$ cat src/rtl/inv_round_key_mix_seq.sv
// AES decrypt round feeder: AddRoundKey followed by a column-serial pass
// through a single InvMixColumns column unit, then a handshaked result.
// The final decrypt round bypasses the column mix entirely.

// Single-column InvMixColumns: multiplies one 32-bit column by the
// inverse MixColumns matrix {0E 0B 0D 09} (rows rotated) over GF(2^8).
module inverse_matrix_mul (
  input  logic [31:0] col_i,
  output logic [31:0] col_o
);

  function automatic logic [7:0] xt(input logic [7:0] b);
    return {b[6:0], 1'b0} ^ (b[7] ? 8'h1b : 8'h00);
  endfunction

  function automatic logic [7:0] m09(input logic [7:0] b);
    return xt(xt(xt(b))) ^ b;
  endfunction

  function automatic logic [7:0] m0b(input logic [7:0] b);
    return xt(xt(xt(b))) ^ xt(b) ^ b;
  endfunction

  function automatic logic [7:0] m0d(input logic [7:0] b);
    return xt(xt(xt(b))) ^ xt(xt(b)) ^ b;
  endfunction

  function automatic logic [7:0] m0e(input logic [7:0] b);
    return xt(xt(xt(b))) ^ xt(xt(b)) ^ xt(b);
  endfunction

  logic [7:0] a0, a1, a2, a3;

  // Byte 0 is the most significant byte of the column.
  always_comb begin
    a0 = col_i[31:24];
    a1 = col_i[23:16];
    a2 = col_i[15:8];
    a3 = col_i[7:0];
    col_o = {m0e(a0) ^ m0b(a1) ^ m0d(a2) ^ m09(a3),
             m09(a0) ^ m0e(a1) ^ m0b(a2) ^ m0d(a3),
             m0d(a0) ^ m09(a1) ^ m0e(a2) ^ m0b(a3),
             m0b(a0) ^ m0d(a1) ^ m09(a2) ^ m0e(a3)};
  end

endmodule

module inv_round_key_mix_seq #(
  parameter int NB     = 4,
  parameter int WORD_W = 32
) (
  input  logic                   clk,
  input  logic                   rst,
  input  logic                   in_valid,
  output logic                   in_ready,
  input  logic [NB*WORD_W-1:0]   state_in,
  input  logic [NB*WORD_W-1:0]   round_key,
  input  logic                   skip_mix,
  output logic                   out_valid,
  input  logic                   out_ready,
  output logic [NB*WORD_W-1:0]   state_out,
  output logic                   busy
);

  localparam int STATE_W = NB * WORD_W;

  typedef enum logic [1:0] {
    IDLE = 2'd0,
    MIX  = 2'd1,
    DONE = 2'd2
  } state_t;

  state_t             state_q;
  logic [1:0]         col_cnt_q;
  logic [STATE_W-1:0] buf_q;
  logic               skip_q;
  logic               out_valid_q;

  logic [WORD_W-1:0]  mix_in;
  logic [WORD_W-1:0]  mix_col_d;

  // Pick the column currently being mixed; column 0 sits in the top word.
  always_comb begin
    mix_in = buf_q[127:96];
    case (col_cnt_q)
      2'd1:    mix_in = buf_q[95:64];
      2'd2:    mix_in = buf_q[63:32];
      2'd3:    mix_in = buf_q[31:0];
      default: mix_in = buf_q[127:96];
    endcase
  end

  inverse_matrix_mul u_imm (
    .col_i (mix_in),
    .col_o (mix_col_d)
  );

  // Sequencer: key fold on accept, one column mixed per clock, then hold the
  // result until the downstream handshake.
  always_ff @(posedge clk) begin
    if (rst) begin
      state_q     <= IDLE;
      col_cnt_q   <= 2'd0;
      buf_q       <= '0;
      skip_q      <= 1'b0;
      out_valid_q <= 1'b0;
    end else begin
      case (state_q)
        IDLE: begin
          if (in_valid) begin
            buf_q     <= state_in ^ round_key;
            skip_q    <= skip_mix;
            col_cnt_q <= 2'd0;
            if (skip_mix) begin
              state_q     <= DONE;
              out_valid_q <= 1'b1;
            end else begin
              state_q <= MIX;
            end
          end
        end
        MIX: begin
          // MIX is only entered with skip_q clear; the guard keeps a bypassed
          // state from ever being written by the column unit.
          if (!skip_q) begin
            case (col_cnt_q)
              2'd0:    buf_q[127:96] <= mix_col_d;
              2'd1:    buf_q[95:64]  <= mix_col_d;
              2'd2:    buf_q[63:32]  <= mix_col_d;
              default: buf_q[31:0]   <= mix_col_d;
            endcase
          end
          col_cnt_q <= col_cnt_q + 2'd1;
          if (col_cnt_q == 2'd3) begin
            state_q     <= DONE;
            out_valid_q <= 1'b1;
          end
        end
        DONE: begin
          if (out_ready) begin
            state_q     <= IDLE;
            out_valid_q <= 1'b0;
          end
        end
        default: begin
          state_q     <= IDLE;
          out_valid_q <= 1'b0;
        end
      endcase
    end
  end

  assign in_ready  = (state_q == IDLE);
  assign busy      = !in_ready;
  assign out_valid = out_valid_q;
  assign state_out = buf_q;

endmodule

$ cat config.mk
export PLATFORM = sky130hd
export DESIGN_NAME = inv_round_key_mix_seq
export DESIGN_NICKNAME = d
export VERILOG_FILES = /design/src/rtl/inv_round_key_mix_seq.sv
export SDC_FILE = /design/constraint.sdc
export NUM_CORES = 1
export LEC_CHECK = 0
export BUFFER_PORTS_ARGS = -buffer_cell sky130_fd_sc_hd__buf_4
export CAP_MARGIN = 20
export CORE_MARGIN = 2
export CORE_UTILIZATION = 46
export DETAILED_ROUTE_END_ITERATION = 8
export PLACE_DENSITY = 0.86
export SLEW_MARGIN = 20
export SYNTH_ARGS = -nofsm -noshare
export SYNTH_HDL_FRONTEND = slang
export SYNTH_SLANG_ARGS = --single-unit
$ cat constraint.sdc
create_clock -name clk -period 3.6 [get_ports clk]
set_clock_uncertainty 0.15 [all_clocks]
set_input_delay 0.54 -clock clk [delete_from_list [all_inputs] [get_ports clk]]
set_output_delay 0.54 -clock clk [all_outputs]
set_load 0.005 [all_outputs]
Word level (Yosys, flattened, before mapping):

Index checks and enable logic that the tools add are counted.
Widths: inputs -> output; s select.

* register bits: 134
* output and inout port bits: 131
* logic and storage cells: 117

* add/sub/neg operators: 1
* multiplexer cells: 32
* bitwise gates (word level): 49
* eq/ne operators: 14
* reduce and logical (&&, ||, !) cells: 13

Operators by type and width (count)
* $xor 8x8->8: 46
* $mux 128: 2
* $pmux 128 s2: 1
* $mux 32: 4
* $xor 128x128->128: 1
* $pmux 32 s3: 1
* $mux 5: 12
* $reduce_and 4->1: 5
* $xor 8x5->8: 2
* $mux 2: 5
* $ne 2x2->1 const B: 5
* $ne 2x1->1 const B: 4
* $eq 2x2->1 const B: 3
* $pmux 2 s3: 1
* $eq 2x1->1 const B: 2
* $logic_not 2->1: 2
* $mux 1: 4
* $pmux 2 s2: 1
* $reduce_and 2->1: 2
* $pmux 1 s3: 1
* $reduce_and 3->1: 1
* $reduce_or 3->1: 1
* $add 2x1->2 const B: 1
* $reduce_bool 2->1: 1
* $logic_not 1->1: 1

Depth between registers and ports, before layout:

Gate-level depths: netlist of the first run.

* depth in word-level cells: 16
* mapped depth: 16
* depth with buffers taken out: 10

Hierarchy:

Synthesis of the first run repeated with hierarchy kept, for this count alone.

* cell total of the unflattened synthesis: 971
* area total of the unflattened synthesis: 9574.2 um^2

By module, submodules not included
* inv_round_key_mix_seq: area an instance 7183.1 um^2, cells each 758, times used 1
* inverse_matrix_mul: area an instance 2391.0 um^2, cells each 213, times used 1

Worst setup path after synthesis of the first run:

Ideal clock, no wire load.

* path kind: register -> register
* from: register col_cnt_q[0]
* to: register buf_q[19], in the netlist state_out[19]
* setup slack: 0.008 ns
* setup time: 0.117 ns
* required time: 3.333 ns
* arrival time: 3.324 ns
* cell stages (with the launch flop): 11
* clock period less this slack: 3.592 ns
* path through: dfxtp_1 > ha_1 > buf_6 > a222oi_1 > xor2_1 > a21oi_1 > xnor3_2 > xor3_1 > xnor3_1 > nand2b_4 > a32o_1

* cells in the longest elaborated chain, start to end: 14
* elaborated cells on any way between the ends: 43
* those cells by class: 4 x eq/ne; 14 x mux; 22 x bitwise; 3 x reduce/logical

Ends and longest elaborated chain
* from (decl): RTL line 74 `logic [1:0] col_cnt_q;`
* from (signal assigned): RTL line 133 `col_cnt_q <= col_cnt_q + 2'd1;`
* $eq 2x2->1, or another cell as far along: RTL line 85 `case (col_cnt_q)`
* $pmux 32 s3: RTL line 85
* $mux 5 / $xor 8x8->8 (equally long branches): RTL line 13 `return {b[6:0], 1'b0} ^ (b[7] ? 8'h1b : 8'h00);`
* $xor 8x8->8: RTL line 13
* $xor 8x8->8 / $mux 5 (equally long branches): RTL line 13
* $xor 8x8->8: RTL line 13
* $xor 8x8->8 (2 in a row): RTL line 29 `return xt(xt(xt(b))) ^ xt(xt(b)) ^ xt(b);`
* $xor 8x8->8 (3 in a row): RTL line 41 `m09(a0) ^ m0e(a1) ^ m0b(a2) ^ m0d(a3),`
* $mux 32: RTL line 126 `case (col_cnt_q)`
* $mux 128: RTL line 125 `if (!skip_q) begin`
* $pmux 128 s2: RTL line 108 `case (state_q)`
* to (signal assigned): RTL line 111 `buf_q <= state_in ^ round_key;`
* to (signal assigned): RTL line 130 `default: buf_q[31:0] <= mix_col_d;`
* to (decl): RTL line 75 `logic [STATE_W-1:0] buf_q;`

Several ways; a longest one is shown, not always the timed one. The select of a mux whose other input is x is not followed.
A chain may end at the register's enable or synchronous reset.

Worst setup path after layout of the first run:

* from: register col_cnt_q[0]
* to: register buf_q[59], in the netlist state_out[59]

* cells in the longest elaborated chain, start to end: 14
* elaborated cells on any way between the ends: 41
* those cells by class: 4 x eq/ne; 14 x mux; 22 x bitwise; 1 x reduce/logical

Ends and longest elaborated chain
* $eq 2x2->1, or another cell as far along: RTL line 85
* $pmux 32 s3: RTL line 85
* $mux 5 / $xor 8x8->8 (equally long branches): RTL line 13
* $xor 8x8->8 / $xor 8x5->8 (equally long branches): RTL line 13
* $xor 8x5->8, or another cell as far along: RTL line 13
* $xor 8x8->8: RTL line 13
* $xor 8x8->8, on equally long branches (2 in a row): RTL line 29, 21
* $xor 8x8->8 (3 in a row): RTL line 40 `col_o = {m0e(a0) ^ m0b(a1) ^ m0d(a2) ^ m09(a3),`
* $mux 32: RTL line 126
* $mux 128: RTL line 125
* $pmux 128 s2: RTL line 108
* to (signal assigned): RTL line 111
* to (signal assigned): RTL line 129 `2'd2: buf_q[63:32] <= mix_col_d;`

Several ways; a longest one is shown, not always the timed one. The select of a mux whose other input is x is not followed.

==> metrics.cfg, run 1 <==
[grt]
grt_pass1_vias = 11200
grt_max_degree = 64
antenna_found_initial = 0
overflow = 0
grt_usage = 0.3737
grt_first_pass_wirelength_mm = 66.90

[clock_network]
clk_latency_ns = 0.44
cts_sinks = 134
cts.clk_slew.worst_paths_ns = 0.07
cts_buffers = 17
holdBufCountCts = 0
cts_root_buf = clkbuf_16
htreeDepth = 4
cts_tree = done
cts_buffer_depth = 2

[sta]
worst_pin_slew_ns = 1.090
timing.slew.headroom = 0.2718
setup_viol = 0
period_share = 0.9975
final.min_clock_period_ns = 3.591
tns_ns = 0
max_freq_ghz = 0.2785
hold_ws_ns = 0.2205
rsz0062_at_grt = true
layout_setup_ws_ns = 0.009134
slew_violations = 0
timing.final.hold_violations = 0

[detailed_routing]
drt_wl_total_mm = 45.94
vias_per_cell = 5.960
ant_nets = 0
wire_per_inst_um = 23.60
num_vias = 11600
drc_errors = 0
initialDrtViolationCount = 1474
drt_pass1_iterations = 7

[floorplan]
die_h_um = 153.3
rows = 54
die_area_um2 = 23490
ioPinCount = 392
dieWidth_um = 153.3
fp.coreArea_um2 = 21820
initial_core_util = 0.4697

[synthesis]
synth_seq_cells = 134
synthArstFlopShare = 0
synth_cell_types = 42
synth_edf_count = 0
synth_commonest_cells = xnor2_1, nand2_1, dfxtp_1
synth_top_cell_by_area = dfxtp_1
yosys-top-cells-area = dfxtp_1, xnor2_1, xor2_1, a32o_1, nand2_1
synthesis.area_um2 = 10250
syn_area_per_cell_um2 = 8.664
yosysTopAreaCellShare = 0.2617
syn_nets = 1449
synth_ff_type = dfxtp_1
yosysSeqAreaShare = 0.2617
syn_inst = 1183
synth_most_common_cell = xnor2_1
ys_warn_count = 0

[worst_setup_path]
worstPathRequired_ns = 3.77
end_kind = flip-flop
critPathKind = flip-flop to flip-flop
startpoint_type = flip-flop
crit_fanout = 30
arrival_ns = 3.76

[status]
status = complete, no violations

[place]
dp_slack_ns = -0.2494
gp_congestion = 1.039
hpwl_mm = 35.78
port_buffers = 391

[flow_run]
maxCapViolCount = 0

[pwr]
p_leak_nw = 6.958
ir_worst_vdd_v = 0.0004891
p_per_area_nw_per_um2 = 725.2

[layout]
layout.nets = 1920
diodes = 0
finish.utilization = 0.7074
area.growth.synth_to_final_pct = 50.61
drive_above_1_share = 0.3971
nFillCells = 1668

[worst_hold_path]
hold_class = primary input to flip-flop

where the power goes:
group	switching, mW	internal (mW)
Sequential	0.352	1.72
Clock	0.800	1.13
Combinational	3.34	3.86
critical path, cell delays in order (launching register included):
cell and delay, ns:
dfxtp_2 0.35, ha_1 0.23, buf_12 0.18, a222oi_1 0.48, buf_4 0.25, xor2_2 0.21
buf_4 0.15, xnor2_1 0.07, a21oi_2 0.25, xnor3_1 0.42, xnor2_1 0.17, nand2_1 0.18
a32o_1 0.37
layout make-up:
type	count	area, µm²	area share
Sequential cell	134	2685	0.1739
Clock buffer	17	425.4	0.02756
Inverter	7	26.28	0.001702
Clock inverter	15	211.5	0.01370
Tap cell	280	350.3	0.02269
Timing Repair Buffer	555	4249	0.2752
Multi-Input combinational cell	939	7490	0.4852
routing by layer:
layer  GRT usage  wire [µm]
met1      0.4725      16810
met4      0.1662       2085
met5           0          0
met2      0.6082      21780
met3     0.08704       5276
logic make-up after synthesis:
group | synth area share
compound gates | 0.2108
mux | 0.01514
buf+inv | 0.04578
simple gates | 0.1052
xor+xnor | 0.3552
fa+ha+maj | 0.006104
flops | 0.2617
state kept, by name, indices dropped and copies added, names as in the netlist:
| name | count |
|---|---|
| col_cnt_q | 2 |
| out_valid | 1 |
| skip_q | 1 |
| state_out | 128 |
| state_q | 2 |
timing repair:
| item | 4_1_cts | 5_1_grt |
|---|---|---|
| endpoints found under the setup margin | 73 | 116 |
| pin swaps | 9 | 33 |
| buffers inserted | 8 | 20 |
| gates cloned | 0 | 0 |
| resized for setup | 16 | 55 |
cell usage in the layout (no fill, tap or decap), types with 5 or more instances in the layout:
cell type / n
a21oi_1: 96
a21oi_2: 11
a222oi_1: 32
a32o_1: 80
buf_12: 6
buf_4: 547
clkbuf_16: 17
dfxtp_1: 132
inv_1: 6
mux2i_1: 9
nand2_1: 171
nand2_2: 8
nor2_1: 67
nor2b_1: 5
o211ai_1: 44
o21ai_0: 12
xnor2_1: 197
xnor2_2: 24
xnor3_1: 23
xor2_1: 99
xor2_2: 6
stage by stage:
step                std cells  cell area, µm²  power [mW]
finish                   1947           15440       11.20
global route             1947           15440       11.53
CTS                      1927           14980       10.51
detailed placement       1887           14200       8.439
global placement         1887           14200       8.391
floorplan                1183           10250       5.938
worst paths after layout:
check / cells after the start / startpoint / slack (ns) / to
setup / recovery: 12 / col_cnt_q[0] / 0.009 / state_out[59]
hold / removal: 3 / skip_mix / 0.22 / skip_q
setup reg to reg: 12 / col_cnt_q[0] / 0.009 / state_out[59]
hold reg to reg: 2 / state_out[41] / 0.32 / state_out[41]
Note: power is estimated with default switching activity, not from simulation.
==> run 2, diff against run 1 <==
--- a/config.mk
+++ b/config.mk
@@ -7,10 +7,11 @@
 export LEC_CHECK = 0
 export BUFFER_PORTS_ARGS = -buffer_cell sky130_fd_sc_hd__buf_4
 export CAP_MARGIN = 20
-export CORE_MARGIN = 2
-export CORE_UTILIZATION = 46
+export CORE_AREA = 2 2 151 153
+export CTS_BUF_LIST = sky130_fd_sc_hd__clkbuf_2
 export DETAILED_ROUTE_END_ITERATION = 8
-export PLACE_DENSITY = 0.86
+export DIE_AREA = 0 0 153 155
+export PLACE_DENSITY = 0.83
 export SLEW_MARGIN = 20
 export SYNTH_ARGS = -nofsm -noshare
 export SYNTH_HDL_FRONTEND = slang
==> constraint.sdc (replaced) <==
create_clock -name clk -period 4.3 [get_ports clk]
set_clock_uncertainty 0.15 [all_clocks]
set_input_delay 0.645 -clock clk [delete_from_list [all_inputs] [get_ports clk]]
set_output_delay 0.645 -clock clk [all_outputs]
set_load 0.005 [all_outputs]
==> run 2 against run 1 <==
  * Hold slack lost 0.14 ns
  * Sequential cell count is the same
  * Fmax shrank 13%
  * Global-route usage shrank 1.7 points
  * Die area grew 0.95%
  * Setup slack gained 0.18 ns
  * Combinational power shrank 31%
  * Core utilization shrank 8.1 points
  * Critical path depth is the same
  * Routed wire length shrank 3.8%
  * Final cell count shrank 4.5%
  * Via count shrank 4.8%
  * Critical endpoint is now state_out[52]
  * Largest power group unchanged
==> metrics.cfg, run 2 (same netlist as run 1, synthesis figures left out) <==
[grt]
grt_pass1_vias = 10470
antenna_found_initial = 1
grt_max_degree = 114
overflow = 0
grt_first_pass_wirelength_mm = 64.56
grt_usage = 0.3566

[sta]
slew_violations = 0
tns_ns = 0
worst_pin_slew_ns = 1.160
timing.slew.headroom = 0.2255
rsz0062_at_grt = false
timing.final.hold_violations = 0
final.min_clock_period_ns = 4.113
setup_viol = 0
layout_setup_ws_ns = 0.1872
max_freq_ghz = 0.2431
period_share = 0.9565

[detailed_routing]
vias_per_cell = 5.940
wire_per_inst_um = 23.79
drc_errors = 0
num_vias = 11040
drt_wl_total_mm = 44.22
ant_nets = 0
drt_pass1_iterations = 6
initialDrtViolationCount = 1597

[floorplan]
rows = 55
die_area_um2 = 23720
dieWidth_um = 153
initial_core_util = 0.4611
fp.coreArea_um2 = 22230
ioPinCount = 392
die_h_um = 155

[layout]
layout.nets = 1826
final_common_cell = buf_4
finish.utilization = 0.6265
final_cell_mix = buf_4, xnor2_1, nand2_1, dfxtp_1
area.growth.synth_to_final_pct = 35.86
largest_reg_flops = 128
drive_above_1_share = 0.3268

[pwr]
report.power.total_mw = 7.479
ir_worst_vdd_v = 0.0002479
p_leak_nw = 6.146
p_per_area_nw_per_um2 = 537.0

[flow_run]
maxCapViolCount = 0

[place]
port_buffers = 391
gp_congestion = 1.023
dp_slack_ns = 0.2211
hpwl_mm = 35.38

[worst_hold_path]
hold_class = primary input to flip-flop

[worst_setup_path]
slowest_stage = a222oi_1
startpoint_type = flip-flop
critPathMaxStageDelay_ns = 0.47
crit_fanout = 19
critPathKind = flip-flop to flip-flop
worstPathRequired_ns = 4.85
path_cells = ha_1 > buf_4 > a222oi_1 > buf_4 > xor2_1 > mux2i_1 > buf_4 > xnor3_1 > xnor2_1 > xnor2_1 > mux2i_1 > a32o_1
crit_buf_inv = 3
path_common_cell = buf_4
path_delay_family = XOR/XNOR gates
arrival_ns = 4.67
end_kind = flip-flop

[clock_network]
cts_buffer_depth = 2
cts_root_buf = clkbuf_2
cts_buffers = 17
cts_sinks = 134
htreeDepth = 4
cts_tree = done
cts.clk_slew.worst_paths_ns = 0.23
clk_latency_ns = 0.77

[status]
status = complete, no violations

-- run 2: cell types whose count changed in the layout (fill, tap and decap cells not counted), sizes merged --
cell,change
buf,-96
clkinvlp,+2
bufinv,-2
diode,+1
dlygate4sd3,+2
clkbuf,+2
clkinv,+3
inv,-5
-- run 2: tightest hold or removal path: cells and delay by family --
family | cells | cell delay [ns]
buffers and inverters | 1 | 0.08
AOI/OAI and AO/OA | 1 | 0.15
xor gates and xnor gates | 1 | 0.05
and+or+nand+nor | 1 | 0.06
-- run 2: cell type report --
| cell class | instances | area (µm²) |
|---|---|---|
| Clock inverter | 13 | 123.9 |
| Sequential cell | 134 | 2683 |
| Inverter | 7 | 26.28 |
| Tap cell | 285 | 356.6 |
| Timing Repair Buffer | 461 | 3507 |
| Multi-Input combinational cell | 939 | 7132 |
| Fill cell | 1897 | 8302 |
| Antenna cell | 1 | 2.502 |
| Clock buffer | 19 | 95.09 |
-- run 2: worst paths after layout --
path	start	end	slack (ns)	depth (start not counted)
worst max-delay path	col_cnt_q[0]	state_out[52]	0.19	12
worst min-delay path	state_in[44]	state_out[44]	0.08	4
worst max register to register	col_cnt_q[0]	state_out[52]	0.19	12
worst min register to register	state_out[31]	state_out[31]	0.34	2
-- run 2: repair_timing --
action,in CTS,in global routing
hold buffers,2,0
hold endpoints to repair,4,0
buffers inserted,0,2
setup endpoints to repair,0,8
resized for setup,0,1
-- run 2: metrics by stage --
stage	instances	hold slack, ns	instance area (µm²)
6_report	1859	0.07648	13930
5_1_grt	1859	0.01757	13930
4_1_cts	1855	0.04656	13890
3_5_place_dp	1821	0.3176	13650
3_3_place_gp	1821	0.3131	13650
2_1_floorplan	1183	0.3041	10250
-- run 2: per-layer routing --
metal / track usage / up-vias / routed length, µm
li1: - / 4884 / -
met1: 0.4798 / 5240 / 17140
met2: 0.5834 / 823 / 20710
met3: 0.07103 / 96 / 5088
met4: 0.1041 / 0 / 1275
met5: 0 / - / 0
-- run 2: power breakdown --
part	internal (mW)	switching, mW
registers	1.44	0.316
clock network	0.220	0.543
logic	2.61	2.35
total	4.27	3.21
==> run 3, diff against run 2 <==
--- a/config.mk
+++ b/config.mk
@@ -11,7 +11,8 @@
 export CTS_BUF_LIST = sky130_fd_sc_hd__clkbuf_2
 export DETAILED_ROUTE_END_ITERATION = 8
 export DIE_AREA = 0 0 153 155
-export PLACE_DENSITY = 0.83
+export PLACE_DENSITY = 0.8
+export SETUP_SLACK_MARGIN = 0.5
 export SLEW_MARGIN = 20
 export SYNTH_ARGS = -nofsm -noshare
 export SYNTH_HDL_FRONTEND = slang
==> run 3 against run 2 <==
  * Hold slack got worse by 0.023 ns
  * Core utilization rose by 1.2 points
  * Die area unchanged
  * Combinational power rose by 5.8%
  * First-iteration DRC count fell by 17%
==> metrics.cfg, run 3 (same netlist as run 1, synthesis figures left out) <==
[status]
status = complete, no violations

[floorplan]
initial_core_util = 0.4611
die_area_um2 = 23720
rows = 55
dieWidth_um = 153
die_h_um = 155
ioPinCount = 392
fp.coreArea_um2 = 22230

[grt]
grt_max_degree = 85
grt_first_pass_wirelength_mm = 62.60
overflow = 0
antenna_found_initial = 1
grt_pass1_vias = 10210
grt_usage = 0.3498

[sta]
period_share = 0.8699
max_freq_ghz = 0.2673
rsz0062_at_grt = true
tns_ns = 0
setup_viol = 0
final.min_clock_period_ns = 3.741
worst_pin_slew_ns = 1.083
timing.final.hold_violations = 0
slew_violations = 0
timing.slew.headroom = 0.2764

[layout]
nFillCells = 1919
largest_reg_flops = 128
area.growth.synth_to_final_pct = 38.53
final_cell_mix = buf_4, xnor2_1, nand2_1, dfxtp_1, xor2_1
layout.nets = 1849
final_common_cell = buf_4
drive_above_1_share = 0.3446
seq_area_um2 = 2688
multi_input_area_um2 = 7227

[detailed_routing]
drt_pass1_iterations = 7
drc_errors = 0
ant_nets = 0
initialDrtViolationCount = 1328
vias_per_cell = 5.804
num_vias = 10920
drt_wl_total_mm = 43.54
wire_per_inst_um = 23.13

[pwr]
p_leak_nw = 6.292
p_per_area_nw_per_um2 = 549.3
report.power.total_mw = 7.800
ir_worst_vdd_v = 0.0003191

[worst_setup_path]
end_kind = flip-flop
worstPathRequired_ns = 4.84
arrival_ns = 4.29
crit_fanout = 20
critPathKind = flip-flop to flip-flop
r2r_start = col_cnt_q[1]
ff2ff_setup_slack_ns = 0.56
startpoint_type = flip-flop
crit_path_start = col_cnt_q[1]

[worst_hold_path]
hp-start = out_ready
hold_class = primary input to flip-flop

[clock_network]
cts_buffer_depth = 2
cts_buffers = 17
clk_latency_ns = 0.77
htreeDepth = 4
cts_root_buf = clkbuf_2
cts.clk_slew.worst_paths_ns = 0.28
cts_sinks = 134
cts_tree = done

[place]
port_buffers = 391
gp_congestion = 0.9859
hpwl_mm = 34.66

[flow_run]
maxCapViolCount = 0

[run 3: cell types whose count changed in the layout (fill, tap and decap cells not counted), sizes merged]
cell,change
clkinvlp,-1
inv,+7
dlygate4sd3,-1
clkinv,-3
buf,+24
clkbuf,-2
bufinv,-1
[run 3: power by group]
group | total [mW] | internal (mW) | switching, mW
combinational | 5.25 | 2.76 | 2.49
sequential | 1.75 | 1.44 | 0.305
clock | 0.808 | 0.190 | 0.618
total | 7.80 | 4.39 | 3.41
[run 3: worst max-delay path: stages (launching register included)]
cell and delay, ns:
dfxtp_2 0.41, inv_1 0.08, ha_2 0.38, buf_12 0.21, a222oi_1 0.08, buf_4 0.18, a21oi_1 0.51, xnor2_1 0.23
xnor2_1 0.37, xnor2_1 0.13, xnor2_1 0.61, o211ai_1 0.15, a21oi_1 0.17
[run 3: layout make-up]
class / count / area share
clock inverter: 15 / 0.01075
tap: 285 / 0.02511
inverter: 7 / 0.001851
clock buffer: 17 / 0.005992
timing repair buffer: 484 / 0.2578
sequential: 134 / 0.1893
multi-input combinational: 939 / 0.5090
antenna: 1 / 0.0001762
[run 3: what timing repair did]
action,4_1_cts,5_1_grt
hold endpoints to repair,1,0
pin swaps,5,10
hold buffers,1,0
setup buffers,5,10
endpoints found under the setup margin,83,65
resized for setup,5,18
[run 3: stage by stage]
step / hold WS, ns / worst slack (ns) / util / instance area [µm²] / std cells
6_report: 0.05349 / 0.5594 / 0.6388 / 14200 / 1882
5_1_grt: 0.02982 / 0.4784 / 0.6388 / 14200 / 1882
4_1_cts: 0.01284 / 0.5295 / 0.6310 / 14020 / 1871
3_5_place_dp: 0.3125 / 0.2582 / 0.6171 / 13720 / 1833
3_3_place_gp: 0.3056 / 0.3586 / 0.6171 / 13720 / 1833
2_1_floorplan: 0.3041 / 0.7084 / - / 10250 / 1183
[run 3: layer usage]
metal | track usage | share of wire | up-vias
li1 | - | - | 4939
met1 | 0.4719 | 0.39 | 5235
met2 | 0.5620 | 0.47 | 675
met3 | 0.07994 | 0.10 | 74
met4 | 0.1045 | 0.027 | 0
met5 | 0 | 0 | -
[run 3: final timing paths]
kind,endpoint,cells after the start
max,state_out[98],12
max reg2reg,state_out[98],12
min,state_q[1],3
min reg2reg,state_out[0],2
